==> config.mk <==
export PLATFORM = sky130hd
export DESIGN_NAME = vcve2_vec_result_collector_flat
export DESIGN_NICKNAME = d
export VERILOG_FILES = /design/src/rtl/vcve2_pkg.sv /design/src/rtl/vcve2_vec_result_collector_if.sv /design/src/rtl/vcve2_beat_be_gen.sv /design/src/rtl/vcve2_vec_result_collector.sv /design/src/flat_wrapper.sv
export SDC_FILE = /design/constraint.sdc
export NUM_CORES = 1
export LEC_CHECK = 0
export BUFFER_PORTS_ARGS = -buffer_cell sky130_fd_sc_hd__buf_4
export CORE_MARGIN = 3
export CORE_UTILIZATION = 47
export CTS_CLUSTER_SIZE = 20
export DETAILED_ROUTE_END_ITERATION = 12
export PLACE_DENSITY = 0.77
export RECOVER_POWER = 100
export SKIP_LAST_GASP = 1
export SYNTH_ARGS = -nofsm -noshare
export SYNTH_HDL_FRONTEND = slang
export SYNTH_SLANG_ARGS = --single-unit
export TNS_END_PERCENT = 1
==> constraint.sdc <==
create_clock -name clk_i -period 3.38 [get_ports clk_i]
set_clock_uncertainty 0.05 [all_clocks]
set_input_delay 0.507 -clock clk_i [delete_from_list [all_inputs] [get_ports clk_i]]
set_output_delay 0.507 -clock clk_i [all_outputs]
set_load 0.005 [all_outputs]
==> src/rtl/vcve2_pkg.sv <==
`default_nettype none
// ============================================================================
// Module  : vcve2_pkg
// Purpose : Shared types and helpers for the vector result collector.
//           - sew_e        : element width encoding
//           - coll_state_e : collector FSM states
//           - sew_bytes()  : element width in bytes
// Revision: 1.0  initial release
// ============================================================================
package vcve2_pkg;

  typedef enum logic [1:0] {
    SEW_8  = 2'b00,
    SEW_16 = 2'b01,
    SEW_32 = 2'b10
  } sew_e;

  typedef enum logic [1:0] {
    IDLE    = 2'd0,
    COLLECT = 2'd1,
    WB      = 2'd2
  } coll_state_e;

  // Encoding 2'b11 is treated as 32-bit, same as 2'b10.
  function automatic int sew_bytes(input logic [1:0] sew);
    case (sew)
      2'b00:   return 1;
      2'b01:   return 2;
      default: return 4;
    endcase
  endfunction

endpackage
`default_nettype wire

==> src/rtl/vcve2_vec_result_collector_if.sv <==
`default_nettype none
// ============================================================================
// Module  : vcve2_vec_result_collector_if
// Purpose : Bundles the control, adder-result and writeback handshakes of the
//           vector result collector.
//   start_i/sew_i/vl_i/busy_o           : operation control
//   res_valid_i/res_ready_o/res_i       : adder beat handshake
//   wb_valid_o/wb_ready_i/wb_data_o/wb_be_o : writeback handshake
//   Modport slave  : collector view.
//   Modport master : driver (control + adder + writeback sink) view.
// Revision: 1.0  initial release
// ============================================================================
interface vcve2_vec_result_collector_if #(
  parameter int PIPE_WIDTH = 32,
  parameter int VLEN       = 128
);
  logic                         start_i;
  logic [1:0]                   sew_i;
  logic [$clog2(VLEN/8):0]      vl_i;
  logic                         busy_o;
  logic                         res_valid_i;
  logic                         res_ready_o;
  logic [PIPE_WIDTH+1:0]        res_i;
  logic                         wb_valid_o;
  logic                         wb_ready_i;
  logic [VLEN-1:0]              wb_data_o;
  logic [VLEN/8-1:0]            wb_be_o;

  modport slave (
    input  start_i, sew_i, vl_i, res_valid_i, res_i, wb_ready_i,
    output busy_o, res_ready_o, wb_valid_o, wb_data_o, wb_be_o
  );

  modport master (
    output start_i, sew_i, vl_i, res_valid_i, res_i, wb_ready_i,
    input  busy_o, res_ready_o, wb_valid_o, wb_data_o, wb_be_o
  );
endinterface
`default_nettype wire

==> src/rtl/vcve2_beat_be_gen.sv <==
`default_nettype none
// ============================================================================
// Module  : vcve2_beat_be_gen
// Purpose : Byte-enable slice for one beat: byte j of beat i is enabled when
//           its absolute byte index i*(PIPE_WIDTH/8)+j is below nbytes.
//   i_beat_idx : beat index within the vector
//   i_nbytes   : number of valid bytes in the operation
//   o_be       : per-byte enables for this beat
// Revision: 1.0  initial release
// ============================================================================
module vcve2_beat_be_gen #(
  parameter int PIPE_WIDTH = 32,
  parameter int IDX_W      = 3,
  parameter int NB_W       = 5
) (
  input  wire logic [IDX_W-1:0]        i_beat_idx,
  input  wire logic [NB_W-1:0]         i_nbytes,
  output logic      [PIPE_WIDTH/8-1:0] o_be
);
  localparam int BEAT_BYTES = PIPE_WIDTH / 8;

  for (genvar j = 0; j < BEAT_BYTES; j++) begin : g_byte
    assign o_be[j] = ((int'(i_beat_idx) * BEAT_BYTES + j) < int'(i_nbytes));
  end
endmodule
`default_nettype wire

==> src/rtl/vcve2_vec_result_collector.sv <==
`default_nettype none
// ============================================================================
// Module  : vcve2_vec_result_collector
// Purpose : Packs PIPE_WIDTH-bit adder beats into a VLEN-bit vector result
//           with byte enables and hands it to register-file writeback.
//   clk_i, rst_i : clock, synchronous active-high reset
//   bus (slave)  : control, adder beat and writeback handshakes
// Revision: 1.0  initial release
// ============================================================================
module vcve2_vec_result_collector
  import vcve2_pkg::*;
#(
  parameter int PIPE_WIDTH = 32,
  parameter int VLEN       = 128
) (
  input wire logic clk_i,
  input wire logic rst_i,
  vcve2_vec_result_collector_if.slave bus
);
  localparam int BEAT_BYTES = PIPE_WIDTH / 8;
  localparam int VBYTES     = VLEN / 8;
  localparam int NBEATS_MAX = VLEN / PIPE_WIDTH;
  localparam int CNT_W      = $clog2(NBEATS_MAX + 1);
  localparam int NB_W       = $clog2(VBYTES) + 1;

  coll_state_e             r_state;
  logic [CNT_W-1:0]        r_beat_cnt;
  logic [CNT_W-1:0]        r_nbeats;
  logic [NB_W-1:0]         r_nbytes;
  logic [VLEN-1:0]         r_data;
  logic [VBYTES-1:0]       r_be;

  int                      w_req_bytes;
  logic [NB_W-1:0]         w_nbytes;
  logic [CNT_W-1:0]        w_nbeats;
  logic [BEAT_BYTES-1:0]   w_slot_be;
  logic [PIPE_WIDTH-1:0]   w_beat_masked;
  logic                    w_unused_res;

  // Scalar LSB and top carry of the adder result carry no lane data.
  assign w_unused_res = bus.res_i[0] ^ bus.res_i[PIPE_WIDTH+1];

  // Clamping the byte count to VBYTES is the same as clamping vl to VLMAX,
  // because VBYTES is always a multiple of the element size.
  always_comb begin
    w_req_bytes = int'(bus.vl_i) * sew_bytes(bus.sew_i);
    if (w_req_bytes > VBYTES) w_req_bytes = VBYTES;
    w_nbytes = NB_W'(w_req_bytes);
    w_nbeats = CNT_W'((w_req_bytes + BEAT_BYTES - 1) / BEAT_BYTES);
  end

  vcve2_beat_be_gen #(
    .PIPE_WIDTH (PIPE_WIDTH),
    .IDX_W      (CNT_W),
    .NB_W       (NB_W)
  ) u_be_gen (
    .i_beat_idx (r_beat_cnt),
    .i_nbytes   (r_nbytes),
    .o_be       (w_slot_be)
  );

  // Bytes past nbytes are forced to zero so the tail of the last beat
  // never leaks into the written vector.
  for (genvar j = 0; j < BEAT_BYTES; j++) begin : g_mask
    assign w_beat_masked[8*j +: 8] = w_slot_be[j] ? bus.res_i[1 + 8*j +: 8] : 8'h00;
  end

  always_ff @(posedge clk_i) begin
    if (rst_i) begin
      r_state    <= IDLE;
      r_beat_cnt <= '0;
      r_nbeats   <= '0;
      r_nbytes   <= '0;
      r_data     <= '0;
      r_be       <= '0;
    end else begin
      case (r_state)
        IDLE: begin
          if (bus.start_i) begin
            r_data     <= '0;
            r_be       <= '0;
            r_beat_cnt <= '0;
            r_nbytes   <= w_nbytes;
            r_nbeats   <= w_nbeats;
            r_state    <= (w_nbeats == '0) ? WB : COLLECT;
          end
        end
        COLLECT: begin
          if (bus.res_valid_i) begin
            r_data[r_beat_cnt*PIPE_WIDTH +: PIPE_WIDTH] <= w_beat_masked;
            r_be[r_beat_cnt*BEAT_BYTES +: BEAT_BYTES]   <= w_slot_be;
            r_beat_cnt <= r_beat_cnt + CNT_W'(1);
            if ((r_beat_cnt + CNT_W'(1)) == r_nbeats) r_state <= WB;
          end
        end
        WB: begin
          if (bus.wb_ready_i) r_state <= IDLE;
        end
        default: r_state <= IDLE;
      endcase
    end
  end

  assign bus.busy_o      = (r_state != IDLE);
  assign bus.res_ready_o = (r_state == COLLECT);
  assign bus.wb_valid_o  = (r_state == WB);
  assign bus.wb_data_o   = r_data;
  assign bus.wb_be_o     = r_be;
endmodule
`default_nettype wire

==> src/flat_wrapper.sv <==
// flat-port wrapper written by rule: the top's interface ports become plain ports
module vcve2_vec_result_collector_flat import vcve2_pkg::*;
#(
  parameter int PIPE_WIDTH = 32,
  parameter int VLEN       = 128
)
  (clk_i, rst_i, bus_start_i, bus_sew_i, bus_vl_i, bus_res_valid_i, bus_res_i, bus_wb_ready_i, bus_busy_o, bus_res_ready_o, bus_wb_valid_o, bus_wb_data_o, bus_wb_be_o);
  vcve2_vec_result_collector_if #(.PIPE_WIDTH(PIPE_WIDTH), .VLEN(VLEN)) bus_i ();
  input wire logic clk_i;
  input wire logic rst_i;
  input wire logic [$bits(bus_i.start_i)-1:0] bus_start_i;
  input wire logic [$bits(bus_i.sew_i)-1:0] bus_sew_i;
  input wire logic [$bits(bus_i.vl_i)-1:0] bus_vl_i;
  input wire logic [$bits(bus_i.res_valid_i)-1:0] bus_res_valid_i;
  input wire logic [$bits(bus_i.res_i)-1:0] bus_res_i;
  input wire logic [$bits(bus_i.wb_ready_i)-1:0] bus_wb_ready_i;
  output wire logic [$bits(bus_i.busy_o)-1:0] bus_busy_o;
  output wire logic [$bits(bus_i.res_ready_o)-1:0] bus_res_ready_o;
  output wire logic [$bits(bus_i.wb_valid_o)-1:0] bus_wb_valid_o;
  output wire logic [$bits(bus_i.wb_data_o)-1:0] bus_wb_data_o;
  output wire logic [$bits(bus_i.wb_be_o)-1:0] bus_wb_be_o;
  assign bus_i.start_i = bus_start_i;
  assign bus_i.sew_i = bus_sew_i;
  assign bus_i.vl_i = bus_vl_i;
  assign bus_i.res_valid_i = bus_res_valid_i;
  assign bus_i.res_i = bus_res_i;
  assign bus_i.wb_ready_i = bus_wb_ready_i;
  assign bus_busy_o = bus_i.busy_o;
  assign bus_res_ready_o = bus_i.res_ready_o;
  assign bus_wb_valid_o = bus_i.wb_valid_o;
  assign bus_wb_data_o = bus_i.wb_data_o;
  assign bus_wb_be_o = bus_i.wb_be_o;
  vcve2_vec_result_collector #(.PIPE_WIDTH(PIPE_WIDTH), .VLEN(VLEN)) u_core (.clk_i(clk_i), .rst_i(rst_i), .bus(bus_i));
endmodule
==> results.py, run 1 <==
metrics = {
    "status": {
        "status": "completed",
    },
    "cts": {
        "clockBufferDepth": 2,
        "cts_buffers": 17,
        "hold_buffers": 0,
        "cts_max_level": 4,
        "clk_latency_ps": 420,
        "clock_sinks": 157,
        "path_clk_slew_ps": 60,
        "cts_tree": "yes",
        "cts_root_buf": "clkbuf_16",
        "cts_setup_buffers": 0,
        "cts.repair.resized": 0,
    },
    "global_route": {
        "overflow": 0,
        "grt_pass1_vias": 6017,
        "grt_max_degree": 68,
        "grt_pass1_wl_mm": 31.04,
        "grt.total_usage": 0.2581,
        "antenna_found_initial": 0,
    },
    "floorplanning": {
        "die_area_mm2": 0.01536,
        "die_w_um": 123.9,
        "start_util": 0.4879,
        "core_area_mm2": 0.01340,
        "num_io_pins": 193,
        "rows": 42,
        "fp.dieH_um": 123.9,
    },
    "power_and_ir_drop": {
        "power_frac_seq": 0.426,
        "p_clk_frac": 0.424,
        "p_switching_mw": 1.238,
        "leakage_nw": 3.226,
        "p_int_mw": 3.215,
        "powerDensity_mw_per_mm2": 525.8,
        "p_comb_frac": 0.150,
        "switching_share": 0.2780,
        "ir_worst_vdd_v": 0.0004494,
    },
    "timing": {
        "setup-violations-final": 0,
        "fin_tns_setup_ps": 0,
        "post-route-min-period_ps": 3138,
        "rsz0062_at_grt": "false",
        "worst_slack_ps": 242.0,
        "whs_ps": 277.9,
        "slew_viol_final": 0,
        "worst_pin_slew_ps": 821.3,
        "maxSlewHeadroom": 0.4524,
        "timing.final.crit_share": 0.9284,
        "timing.fmax_ghz": 0.3187,
        "finalHoldViolations": 0,
    },
    "routing": {
        "drt_wl_total_mm": 19.87,
        "final_antenna_net_count": 0,
        "drc_errors": 0,
        "drtPass1Iterations": 5,
        "wl_per_cell_um": 18.77,
        "drtIter0Drc": 603,
        "dr_total_vias": 6310,
        "post_drt_via_cell_ratio": 5.958,
    },
    "worst_hold_path": {
        "hold_path_depth": 2,
        "hold_start": "bus_res_i[24]",
        "whs_endpoint": "u_core.bus.wb_data_o[23]",
        "worstHoldPathType": "input port to flop",
    },
    "synth": {
        "ys_ff_latch": 157,
        "ys_warn_count": 0,
        "synthFlopType": "dfxtp_1",
        "postSynthCellCount": 707,
        "ys_async_sr_fraction": 0,
        "synth_fp_nets": 773,
        "synth_area_mm2": 0.006538,
        "synth_cell_type_count": 65,
        "yosysSeqAreaShare": 0.4808,
        "synth.avg_cell_area_um2": 9.247,
        "synth_edf_count": 0,
    },
    "worst_setup_path": {
        "critPathMaxStageDelay_ps": 540,
        "rr_startpoint": "u_core.r_beat_cnt[0]",
        "critPathMostFrequentCell": "inv_1",
        "required_ps": 3630,
        "path_max_fanout": 8,
        "crit_arrival_ps": 3390,
        "setup.worst_path.start_class": "input port",
        "worst-r2r-cell-count": 8,
        "path_cells": "buf_4 -> and2b_1 -> nand2_1 -> fa_1 -> inv_1 -> ha_1 -> inv_1 -> fa_1 -> inv_1 -> o311ai_0 -> o211ai_1 -> o41ai_1",
        "cp_slowest_cell": "fa_1",
        "crit_type": "input port to flop",
        "r2r_setup_slack_ps": 290,
        "end_kind": "flop",
        "r2r_end": "u_core.bus.wb_data_o[31]",
    },
    "finish": {
        "syn_to_final_growth_pct": 29.55,
        "nets": 936,
        "drive_above_1_share": 0.2356,
        "antenna_cells": 0,
        "nFillCells": 1166,
        "finish.instance_area_mm2": 0.008469,
    },
    "placement": {
        "gp_congestion": 0.8367,
        "place_area_mm2": 0.008073,
        "dp_slack_ps": -113.9,
        "port_buffers": 190,
        "hpwl_mm": 13.92,
    },
    "job": {
        "drv_cap": 0,
    },
}
## sequential cells by signal, indices dropped and copies added, names as in the netlist
register              cells
u_core.bus.wb_data_o    128
u_core.r_nbeats           3
u_core.r_nbytes           5
u_core.r_state            2
u_core.bus.wb_be_o       16
u_core.r_beat_cnt         3
## cells in the mapped netlist, drive strengths merged (3+ instances only)
master	n	area [um2]
dfxtp	157	3143
nand3	20	100.1
nor4	4	46.29
a21oi	58	290.3
a22oi	8	60.06
a22o	8	70.07
or2	3	18.77
a32oi	78	683.2
nand4b	11	96.34
clkbuf	35	135.1
o21ai	33	165.1
fa	4	80.08
inv	16	60.06
a211oi	4	30.03
and2	6	37.54
nor2b	3	18.77
a211o	3	26.28
o31a	3	27.53
nor2	93	351.6
nand2b	3	18.77
nor3	4	31.28
nand2	44	165.2
ha	16	200.2
nand4	23	143.9
o2111ai	4	35.03
buf	34	185.2
## layer usage
metal  track usage  up-vias  part of all wire
li1              -     2951                 -
met1        0.3195     3072              0.41
met2        0.4251      255              0.50
met3       0.07539       32             0.075
met4       0.09925        0             0.021
met5             0        -                 0
## worst max path at each step
| stage | from | end | slack, ps | cells after the start |
|---|---|---|---|---|
| after CTS | bus_sew_i[1] | u_core.r_nbeats[1] | 280 | 12 |
| final | bus_sew_i[1] | u_core.r_nbeats[1] | 240 | 12 |
| after floorplan | bus_sew_i[1] | u_core.r_nbeats[1] | 120 | 11 |
| after detailed placement | bus_sew_i[1] | u_core.r_nbeats[1] | -110 | 12 |
| after global routing | u_core.r_beat_cnt[0] | u_core.bus.wb_data_o[124] | 80 | 8 |
| after global placement | bus_sew_i[1] | u_core.r_nbeats[1] | 0.3 | 12 |
## stage by stage
stage / total power [mW] / std cells / utilization
after floorplan: 2.378 / 707 / -
after global placement: 2.597 / 1027 / 0.6024
after detailed placement: 2.615 / 1027 / 0.6024
after CTS: 4.491 / 1059 / 0.6462
after global routing: 4.626 / 1059 / 0.6320
final: 4.453 / 1059 / 0.6320
## cell usage in the layout, fill, tap and decap left out, drive strengths merged, types with 4 or more instances in the layout
cell,instances
a22oi,8
a22o,8
a211oi,4
a32oi,78
o2111ai,4
fa,4
nand3,20
a21oi,58
nor4,4
nor3,4
clkinv,5
dfxtp,157
nand4b,11
and2,6
nor2,93
clkbuf,176
inv,18
buf,60
nand2,44
nand4,23
ha,16
o21ai,33
## power groups by stage
stage | Combinational [mW] | Clock (mW) | Sequential [mW]
3_5_place_dp | 0.677 | 0 | 1.94
5_1_grt | 0.732 | 1.99 | 1.90
4_1_cts | 0.681 | 1.91 | 1.90
2_1_floorplan | 0.453 | 0 | 1.92
3_3_place_gp | 0.661 | 0 | 1.94
6_report | 0.669 | 1.89 | 1.90
## layout make-up
type                            instances  area (um2)  share of cell area
Sequential cell                       157        3143              0.3711
Timing Repair Buffer                  213        1413              0.1668
Clock inverter                          9       108.9             0.01285
Inverter                               17       63.81            0.007534
Clock buffer                           23       478.0             0.05643
Tap cell                              176       220.2             0.02600
Multi-Input combinational cell        464        3043              0.3593
## critical path: cells and delay by family
kind	cells	cell delay (ps)
adder cells (fa/ha/maj)	3	1150
buffers and inverters	4	340
AND/OR/NAND/NOR	2	350
AO/OA/AOI/OAI	3	1040
## kinds of logic after synthesis
group                    Yosys count  share of synthesized area
adder cells (fa/ha/maj)           20                    0.04287
flip-flops                       157                     0.4808
XOR/XNOR                           3                   0.006316
AND/OR/NAND/NOR                  227                     0.1759
buffers and inverters             86                    0.05875
AO/OA/AOI/OAI                    213                     0.2339
multiplexers                       1                   0.001531
Power figures use the tool's default switching activity.
==> run 2, diff against run 1 <==
--- a/config.mk
+++ b/config.mk
@@ -6,11 +6,13 @@
 export NUM_CORES = 1
 export LEC_CHECK = 0
 export BUFFER_PORTS_ARGS = -buffer_cell sky130_fd_sc_hd__buf_4
+export CELL_PAD_IN_SITES_DETAIL_PLACEMENT = 0
+export CELL_PAD_IN_SITES_GLOBAL_PLACEMENT = 2
 export CORE_MARGIN = 3
-export CORE_UTILIZATION = 47
+export CORE_UTILIZATION = 27
 export CTS_CLUSTER_SIZE = 20
 export DETAILED_ROUTE_END_ITERATION = 12
-export PLACE_DENSITY = 0.77
+export PLACE_DENSITY_LB_ADDON = 0.1
 export RECOVER_POWER = 100
 export SKIP_LAST_GASP = 1
 export SYNTH_ARGS = -nofsm -noshare
==> run 2 against run 1 <==
Worst setup slack improved by 77 ps. Combinational power increased by 7.0%. Non-clock buffer count increased by 3. Clock power barely moved. Register-to-register slack gained 50 ps. Total power up 1.3%. Final area rose by 2.1%. Via count down 0.82%. Sequential cell count unchanged.
==> results.py, run 2 (synthesis gave the netlist of run 1 again) <==
metrics = {
    "status": {
        "status": "completed",
    },
    "cts": {
        "path_clk_slew_ps": 70,
        "cts_setup_buffers": 0,
        "cts_max_level": 4,
        "cts_buffers": 17,
        "hold_buffers": 0,
        "clockBufferDepth": 2,
        "cts_root_buf": "clkbuf_16",
        "cts.repair.resized": 0,
        "cts_tree": "yes",
        "clk_latency_ps": 420,
        "clock_sinks": 157,
    },
    "routing": {
        "drt_wl_total_mm": 23.48,
        "drtPass1Iterations": 5,
        "wl_per_cell_um": 19.50,
        "post_drt_via_cell_ratio": 5.198,
        "final_antenna_net_count": 0,
        "drtIter0Drc": 329,
        "drc_errors": 0,
        "dr_total_vias": 6258,
    },
    "finish": {
        "nets": 939,
        "antenna_cells": 0,
        "syn_to_final_growth_pct": 32.23,
        "nFillCells": 2441,
        "largest_reg_flops": 128,
        "final_common_cell": "dfxtp_1",
        "drive_above_1_share": 0.2384,
        "layout_common_cells": "157 x dfxtp_1, 102 x clkbuf_4, 92 x nor2_1",
        "fin_cells": 1204,
        "register_area_mm2": 0.003143,
        "multi_input_area_mm2": 0.003028,
        "final_core_util": 0.3661,
    },
    "timing": {
        "worst_pin_slew_ps": 893.3,
        "post-route-min-period_ps": 3061,
        "timing.final.crit_share": 0.9056,
        "finalHoldViolations": 0,
        "slew_viol_final": 0,
        "rsz0062_at_grt": "false",
        "timing.fmax_ghz": 0.3267,
        "maxSlewHeadroom": 0.4044,
        "fin_tns_setup_ps": 0,
        "setup-violations-final": 0,
    },
    "worst_setup_path": {
        "crit_arrival_ps": 3320,
        "end_kind": "flop",
        "required_ps": 3640,
        "path_max_fanout": 8,
        "rr_startpoint": "u_core.r_beat_cnt[0]",
        "r2r_setup_slack_ps": 340,
        "crit_type": "input port to flop",
        "worst-r2r-cell-count": 7,
        "setup.worst_path.start_class": "input port",
        "r2r_end": "u_core.bus.wb_data_o[18]",
    },
    "worst_hold_path": {
        "whs_endpoint": "u_core.bus.wb_data_o[21]",
        "worstHoldPathType": "input port to flop",
        "hold_path_depth": 2,
        "hold_start": "bus_res_i[22]",
    },
    "placement": {
        "gp_congestion": 0.7912,
        "hpwl_mm": 15.93,
        "dpl.cell_count": 1173,
        "port_buffers": 190,
    },
    "power_and_ir_drop": {
        "power_mw": 4.513,
        "leakage_nw": 3.224,
        "powerDensity_mw_per_mm2": 522.0,
        "ir_worst_vdd_v": 0.0002998,
    },
    "floorplanning": {
        "die_area_mm2": 0.02612,
        "fp.dieH_um": 161.6,
        "start_util": 0.2769,
        "core_area_mm2": 0.02361,
        "rows": 56,
        "die_w_um": 161.6,
        "num_io_pins": 193,
    },
    "global_route": {
        "antenna_found_initial": 0,
        "grt_pass1_wl_mm": 36.19,
        "grt.total_usage": 0.1764,
        "overflow": 0,
        "grt_max_degree": 80,
        "grt_pass1_vias": 6124,
    },
    "job": {
        "drv_cap": 0,
    },
}
==> run 2: cell type report <==
class                   count  share of cell area
multi-input cells         464              0.3503
well taps                 319             0.04617
clock inverters            14             0.01780
clock buffers              17             0.04921
repair buffers            216              0.1656
inverters                  17            0.007382
flip-flops and latches    157              0.3636
==> run 2: worst max path at each step <==
| stage | end | cells past startpoint | startpoint | slack, ps |
|---|---|---|---|---|
| finish | u_core.r_nbeats[1] | 12 | bus_sew_i[1] | 320 |
| global route | u_core.bus.wb_data_o[56] | 8 | u_core.r_beat_cnt[0] | 130 |
| CTS | u_core.bus.wb_data_o[18] | 7 | u_core.r_beat_cnt[0] | 350 |
| detailed placement | u_core.r_nbeats[1] | 12 | bus_sew_i[1] | 4 |
| global placement | u_core.r_nbeats[1] | 12 | bus_sew_i[1] | -3 |
| floorplan | u_core.r_nbeats[1] | 11 | bus_sew_i[1] | 120 |
==> run 2: power breakdown <==
part	switching [mW]	internal [mW]
clock	0.860	1.04
sequential	0.0274	1.87
combinational	0.513	0.203
total	1.40	3.11
==> run 2: per-layer routing <==
metal / share of wire / track usage / wire length, um / vias to the layer above
met3: 0.082 / 0.06232 / 1922 / 23
met5: 0 / 0 / 0 / -
met4: 0.016 / 0.04810 / 374 / 0
li1: - / - / - / 2969
met2: 0.46 / 0.2728 / 10700 / 233
met1: 0.45 / 0.2341 / 10480 / 3033
==> run 2: stage by stage <==
stage	area, um2	worst slack, ps	hold slack, ps
after detailed placement	8292	3.969	401.1
after global placement	8292	-2.902	397.7
final	8645	319.2	283.6
after floorplan	6538	121.2	381.9
after CTS	8871	352.5	266.9
after global routing	8645	129.9	265.3
==> run 2: critical path, cell delays in order <==
cell and delay [ps]:
buf_4 140, and2b_1 200, nand2_1 80, fa_1 450, inv_1 70, ha_1 160
inv_1 50, fa_1 500, inv_1 60, o311ai_0 560, o211ai_1 190, o41ai_1 370
